===== config.mk =====
export PLATFORM = sky130hd
export DESIGN_NAME = hack_cpu_control
export DESIGN_NICKNAME = d
export VERILOG_FILES = /design/src/rtl/hack_cpu_control_pkg.sv /design/src/rtl/hack_cpu_control_jump.sv /design/src/rtl/hack_cpu_control.sv
export SDC_FILE = /design/constraint.sdc
export NUM_CORES = 1
export LEC_CHECK = 0
export ABC_CLOCK_PERIOD_IN_PS = 5750
export CAP_MARGIN = 25
export CORE_UTILIZATION = 45
export CTS_CLUSTER_SIZE = 8
export DETAILED_ROUTE_END_ITERATION = 10
export PLACE_DENSITY_LB_ADDON = 0.25
export SLEW_MARGIN = 5
export SYNTH_ARGS = -nofsm -noshare
export SYNTH_HDL_FRONTEND = slang
export SYNTH_SLANG_ARGS = --single-unit

===== constraint.sdc =====
create_clock -name clk -period 5.75 [get_ports clk]
set_input_delay 1.725 -clock clk [delete_from_list [all_inputs] [get_ports clk]]
set_output_delay 1.725 -clock clk [all_outputs]
set_load 0.01 [all_outputs]

===== src/rtl/hack_cpu_control_pkg.sv =====
// hack_cpu_control_pkg: shared widths, FSM states and instruction field positions for the Hack CPU control core.
package hack_cpu_control_pkg;
  localparam int DATA_W = 16;
  localparam int ADDR_W = 15;
  localparam int IS_C = 15;
  localparam int A_BIT = 12;
  localparam int COMP_HI = 11;
  localparam int COMP_LO = 6;
  localparam int DEST_A = 5;
  localparam int DEST_D = 4;
  localparam int DEST_M = 3;
  localparam int JUMP_HI = 2;
  typedef enum logic [1:0] {FETCH, DECODE, EXEC} state_t;
endpackage


===== src/rtl/hack_cpu_control_jump.sv =====
// hack_jump_unit: decides whether a C-instruction jump is taken from its jump bits and the ALU flags.
module hack_jump_unit (
  input  logic [2:0] jump,
  input  logic       zr,
  input  logic       ng,
  output logic       take
);
  assign take = (jump[2] & ng) | (jump[1] & zr) | (jump[0] & ~ng & ~zr);
endmodule


===== src/rtl/hack_cpu_control.sv =====
// hack_cpu_control: multi-cycle fetch/decode/execute control for the Hack CPU; owns A, D, PC and drives an external ALU.
module hack_cpu_control #(
  parameter int ADDR_W = hack_cpu_control_pkg::ADDR_W,
  parameter int DATA_W = hack_cpu_control_pkg::DATA_W,
  parameter logic [ADDR_W-1:0] PC_RESET = '0
) (
  input  logic              clk,
  input  logic              reset,
  output logic [ADDR_W-1:0] rom_addr,
  input  logic [DATA_W-1:0] rom_data,
  output logic [ADDR_W-1:0] ram_addr,
  input  logic [DATA_W-1:0] ram_rdata,
  output logic [DATA_W-1:0] ram_wdata,
  output logic              ram_we,
  output logic [DATA_W-1:0] alu_x,
  output logic [DATA_W-1:0] alu_y,
  output logic              zx,
  output logic              nx,
  output logic              zy,
  output logic              ny,
  output logic              f,
  output logic              no,
  input  logic [DATA_W-1:0] alu_out,
  input  logic              alu_zr,
  input  logic              alu_ng,
  output logic [ADDR_W-1:0] pc,
  output logic              instr_done
);
  import hack_cpu_control_pkg::*;
  state_t state;
  logic [DATA_W-1:0] a_reg, d_reg, ir;
  logic take;
  hack_jump_unit u_jump (.jump(ir[JUMP_HI:0]), .zr(alu_zr), .ng(alu_ng), .take(take));
  assign rom_addr = pc;
  assign ram_addr = a_reg[ADDR_W-1:0];
  assign ram_wdata = alu_out;
  assign alu_x = d_reg;
  assign alu_y = ir[A_BIT] ? ram_rdata : a_reg;
  assign {zx, nx, zy, ny, f, no} = ir[COMP_HI:COMP_LO];
  // Strobes are gated by reset so an aborted instruction never writes RAM or retires.
  assign ram_we = ~reset & (state == EXEC) & ir[DEST_M];
  assign instr_done = ~reset & ((state == EXEC) | ((state == DECODE) & ~rom_data[IS_C]));
  always_ff @(posedge clk) begin
    if (reset) begin
      state <= FETCH;
      pc <= PC_RESET;
      a_reg <= '0;
      d_reg <= '0;
      ir <= '0;
    end else begin
      unique case (state)
        FETCH: state <= DECODE;
        DECODE: begin
          ir <= rom_data;
          if (rom_data[IS_C]) state <= EXEC;
          else begin
            a_reg <= {1'b0, rom_data[DATA_W-2:0]};
            pc <= pc + 1'b1;
            state <= FETCH;
          end
        end
        EXEC: begin
          if (ir[DEST_A]) a_reg <= alu_out;
          if (ir[DEST_D]) d_reg <= alu_out;
          pc <= take ? a_reg[ADDR_W-1:0] : pc + 1'b1;
          state <= FETCH;
        end
        default: state <= FETCH;
      endcase
    end
  end
endmodule


# Word level (Yosys, flattened, before mapping)
# Cells that the tools add are included.
word_totals:
  mem_bits_rw: 0
  memories: 0
  mem_bits_ro: 0
  word_cells: 39
  inputBits: 52
  out_inout_bits: 101
  latchBits: 0
  ff_bits: 62
op_classes:
  n_reduce_logical: 5
  order_cmp: 0
  mul: 0
  n_mux: 9
  div: 0
  n_addsub: 1
  eq_ne: 4
  bitwise_logic: 15
  shift: 0
op_table:
  columns: ["operator", "count"]
  rows:
  - ["two-way mux 16 bit", 3]
  - ["case mux 16 bit (2 select lines)", 1]
  - ["two-way mux 15 bit", 2]
  - ["case mux 15 bit (2 select lines)", 1]
  - ["adder 15 x 1 -> 15 bit (second input constant)", 1]
  - ["bitwise AND 1 bit", 8]
  - ["inequality test 2 bit (second input constant)", 2]
  - ["inverter 1 bit", 4]
  - ["case mux 2 bit (2 select lines)", 1]
  - ["AND reduction 2 bit", 2]
  - ["bitwise OR 1 bit", 3]
  - ["AND reduction 3 bit", 1]
  - ["equality test 2 x 1 -> 1 bit (second input constant)", 1]
  - ["equality test 2 bit (second input constant)", 1]
  - ["logical NOT 2 bit", 1]
  - ["two-way mux 2 bit", 1]
  - ["nonzero test 2 bit", 1]

# Logic depth before layout (Yosys ltp)
depth:
  ltp_word: 6
  ltp_mapped: 7

# Hierarchy
# From an unflattened synthesis, not the netlist that was laid out.
hier_totals:
  hier_cells: 423
  area_unflattened_um2: 3286.9
by_module_without_submodules:
  columns: ["mod", "area_per_inst_um2", "cells_each", "seq_area_each_um2", "n_inst"]
  rows:
  - ["hack_cpu_control", 3269.4, 421, 1241.2, 1]
  - ["hack_jump_unit", 17.5, 2, 0.0, 1]

# Worst setup path after synthesis
# No wires, ideal clock.
synth_timing:
  path_type: "input-to-output"
  start: "in rom_data[15]"
  end: "out instr_done"
  required_time_ns: 4.025
  path_slack_ns: 1.820
  n_path_buf: 0
  t_arrival_ns: 2.205
  cell_stages: 3
  cell_sequence: "o21ai_0 -> nand2_1 -> inv_1"
synth_via:
  elab_chain_len: 4
synth_lines:
  columns: ["item", "line", "text"]
  rows:
  - ["start: declaration", "hack_cpu_control.sv:10", "input logic [DATA_W-1:0] rom_data,"]
  - ["inverter 1 bit", "hack_cpu_control.sv:42", "assign instr_done = ~reset & ((state == EXEC) | ((state == DECODE) & ~rom_data[IS_C]));"]
  - ["bitwise AND 1 bit", "hack_cpu_control.sv:42", null]
  - ["bitwise OR 1 bit", "hack_cpu_control.sv:42", null]
  - ["bitwise AND 1 bit", "hack_cpu_control.sv:42", null]
  - ["end: declaration", "hack_cpu_control.sv:27", "output logic instr_done"]
# No other way between the ends.

# Final worst setup path
# Ends and elaborated chain as after synthesis.

==> results.txt <==
Outcome: completed
Number of synthesized flops with an enable pin: 0
Minimum clock period: 5.22 ns
Met3 usage: 5.37%
Synthesized area per cell: 7.99 um^2
Die span in y: 87.9 um
WL final: 9860 um
Vias in the first global route: 3082
GPL Wtd Cong: 0.845
Sw frac: 26.9%
Ys async rst share: 0%
Internal power: 0.000746 W
Flops & latches, synth: 62
Slew margin rel.: 35.2%
I/O Pins: 153
PwrDens: 216 nW/um^2
Top Usage Layer GRT: met2
Type of origin of the critical path: input port
Clk sinks: 62
GR Util met2: 40.5%
Final TNS setup: 0 ns
Crit path arrival time: 3.49 ns
Root buf cell: clkbuf_8
Post-detailed-route via-to-cell ratio: 5.49
Crit share post-route: 90.8%
FMAX: 192 MHz
Max stage delay on crit path: 0.57 ns
Number of buffers created by CTS: 9
Number of core rows: 30
Fillers: 582
Ant. Diodes: 0
Cell mode on critical path: clkdlybuf4s50_1
Final instance area: 4720 um^2
Post-CTS resize count: 0
H-tree depth: 3
Post-layout util: 67.9%
RSZ-0062 raised after global routing: false
GRT Total Usage: 25.4%
Placed Cells: 595
Data required, critical path: 4.03 ns
Detailed Route Iter0 Violations: 170
Comb pwr share: 18.7%
Post-synth top area share: 37.3%
Syn nets: 469
Initial core utilization: 47.9%
Die X: 87.9 um
# Max-Cap Violations: 0
Cell variety after synth: 43
First-pass GRT wire length: 14900 um
Layout Nets: 563
Avg WL per Cell: 16.1 um
Slowest CP cell: clkdlybuf4s50_1
DRC viols: 0
Vias: 3352
Yosys warns: 0
Worst-Margin Slew: 0.972 ns
DRT Pass-1 Iters: 5
CTS Hold Bufs: 0
Min-delay worst type: register to register
TritonCTS clock tree: done
Crit Path Class: input port to output pin
Die area: 7730 um^2
Final HPWL DP: 7120 um
Largest net degree at the start of global routing: 59
Initial antenna violation count: 0
Seq pwr share: 45.8%
Maximum net fanout on the critical path: 6
Count leader, synth: nand2_1
Final Skew: 0.00548 ns
Skew-Pair Late Insertion Delay: 0.33 ns
Sequential share of the synthesized area: 37.3%
Placed inst area: 4530 um^2
Number of buffers and inverters on the critical path: 3
NetSw: 0.000275 W
Clock share of power: 35.5%
Worst reg2reg setup slack: 3.27 ns
P_leak: 1.67 nW
Remaining global-route overflow: 0
Clk slew on worst S/H paths: 0.06 ns
Final setup vio count: 0
WHS: 0.455 ns
Crit path capture type: output pin
Syn-to-layout area delta: 42.0%
Met1 GRT Util: 32.7%
Clock buffer depth: 2
Core ar.: 6940 um^2
Post-CTS Setup Inserts: 0
CP delay by family, top: buffers and inverters
Synth top cells by count: nand2_1 (97), dfxtp_1 (62), buf_4 (47)
Yosys top cell by area: dfxtp_1
Top FF cell, synth: dfxtp_1
Final hold violations: 0
Share of post-route cells with drive strength above 1: 8.16%
Peak supply drop: 0.000157 V
Port buffer count: 152
Synth area leaders: dfxtp_1 (37%), nand2_1 (11%), buf_4 (11%), mux2_2 (5.8%), a21oi_1 (5.4%)
Syn Inst Count: 416
Crit path cell chain: clkdlybuf4s50_1, o21ai_0, nand2_1, inv_1, clkdlybuf4s50_1
Routed Antenna Nets: 0
Post-Syn Area: 3320 um^2
Fin. max-slew vios: 0
Final instance count without filler cells: 611
[metal layers]
metal | up-vias | wire (um)
met5 | - | 0
met4 | 0 | 156
met3 | 13 | 831
met2 | 169 | 4650
met1 | 1575 | 4220
li1 | 1595 | -
[placed cells by master, fill, tap and decap left out, types with 6 or more instances in the layout]
cell type / count
o21ai_0: 6
mux2_2: 17
nor2_1: 24
a311oi_1: 17
dfxtp_1: 62
inv_1: 9
mux2i_1: 6
nand2_1: 97
clkbuf_8: 12
clkdlybuf4s50_1: 151
nand3_1: 9
a21oi_1: 36
[metrics by stage]
step,power (W),worst slack (ns)
global route,0.00106,0.450
detailed placement,0.000667,0.554
CTS,0.00102,0.553
floorplan,0.000568,1.82
finish,0.00102,0.531
global placement,0.000664,0.599
[kinds of logic after synthesis]
family,after synthesis,share of synthesized area (%)
buffers and inverters,82,15.1
DFF,62,37.3
and+or+nand+nor,163,21.9
adders and majority gates,1,0.376
AOI/OAI and AO/OA,82,16.3
muxes,26,8.92
[worst reg2reg max path: stages, from the launching register on]
cell and delay, ns:
dfxtp_1 0.41, nand2b_1 0.63, a21o_1 0.71, mux2_2 0.43, a32o_1 0.20
[path summary, 6_finish.rpt]
kind	from	end	cells past startpoint
worst max-delay path	rom_data[15]	instr_done	5
worst min-delay path	alu_x[11]$_SDFFE_PP0P_	alu_x[11]$_SDFFE_PP0P_	2
worst max register to register	state[0]$_SDFF_PP0_	pc[2]$_SDFFE_PP0P_	4
worst min register to register	alu_x[11]$_SDFFE_PP0P_	alu_x[11]$_SDFFE_PP0P_	2
[layout make-up]
type	instances	area (um^2)	area share (%)
multi-input cells	272	1580	33.5
well taps	96	120	2.55
repair buffers	156	1550	32.9
clock buffers	13	169	3.58
flip-flops and latches	62	1240	26.3
inverters	9	33.8	0.716
clock inverters	3	17.5	0.371
[power groups by stage]
stage	clock, W	combinational [W]	sequential, W
global route	0.000383	0.000205	0.000470
global placement	0	0.000187	0.000476
CTS	0.000365	0.000191	0.000468
floorplan	0	0.0000984	0.000469
detailed placement	0	0.000190	0.000477
finish	0.000362	0.000191	0.000468
(Power assumes the default switching activity.)
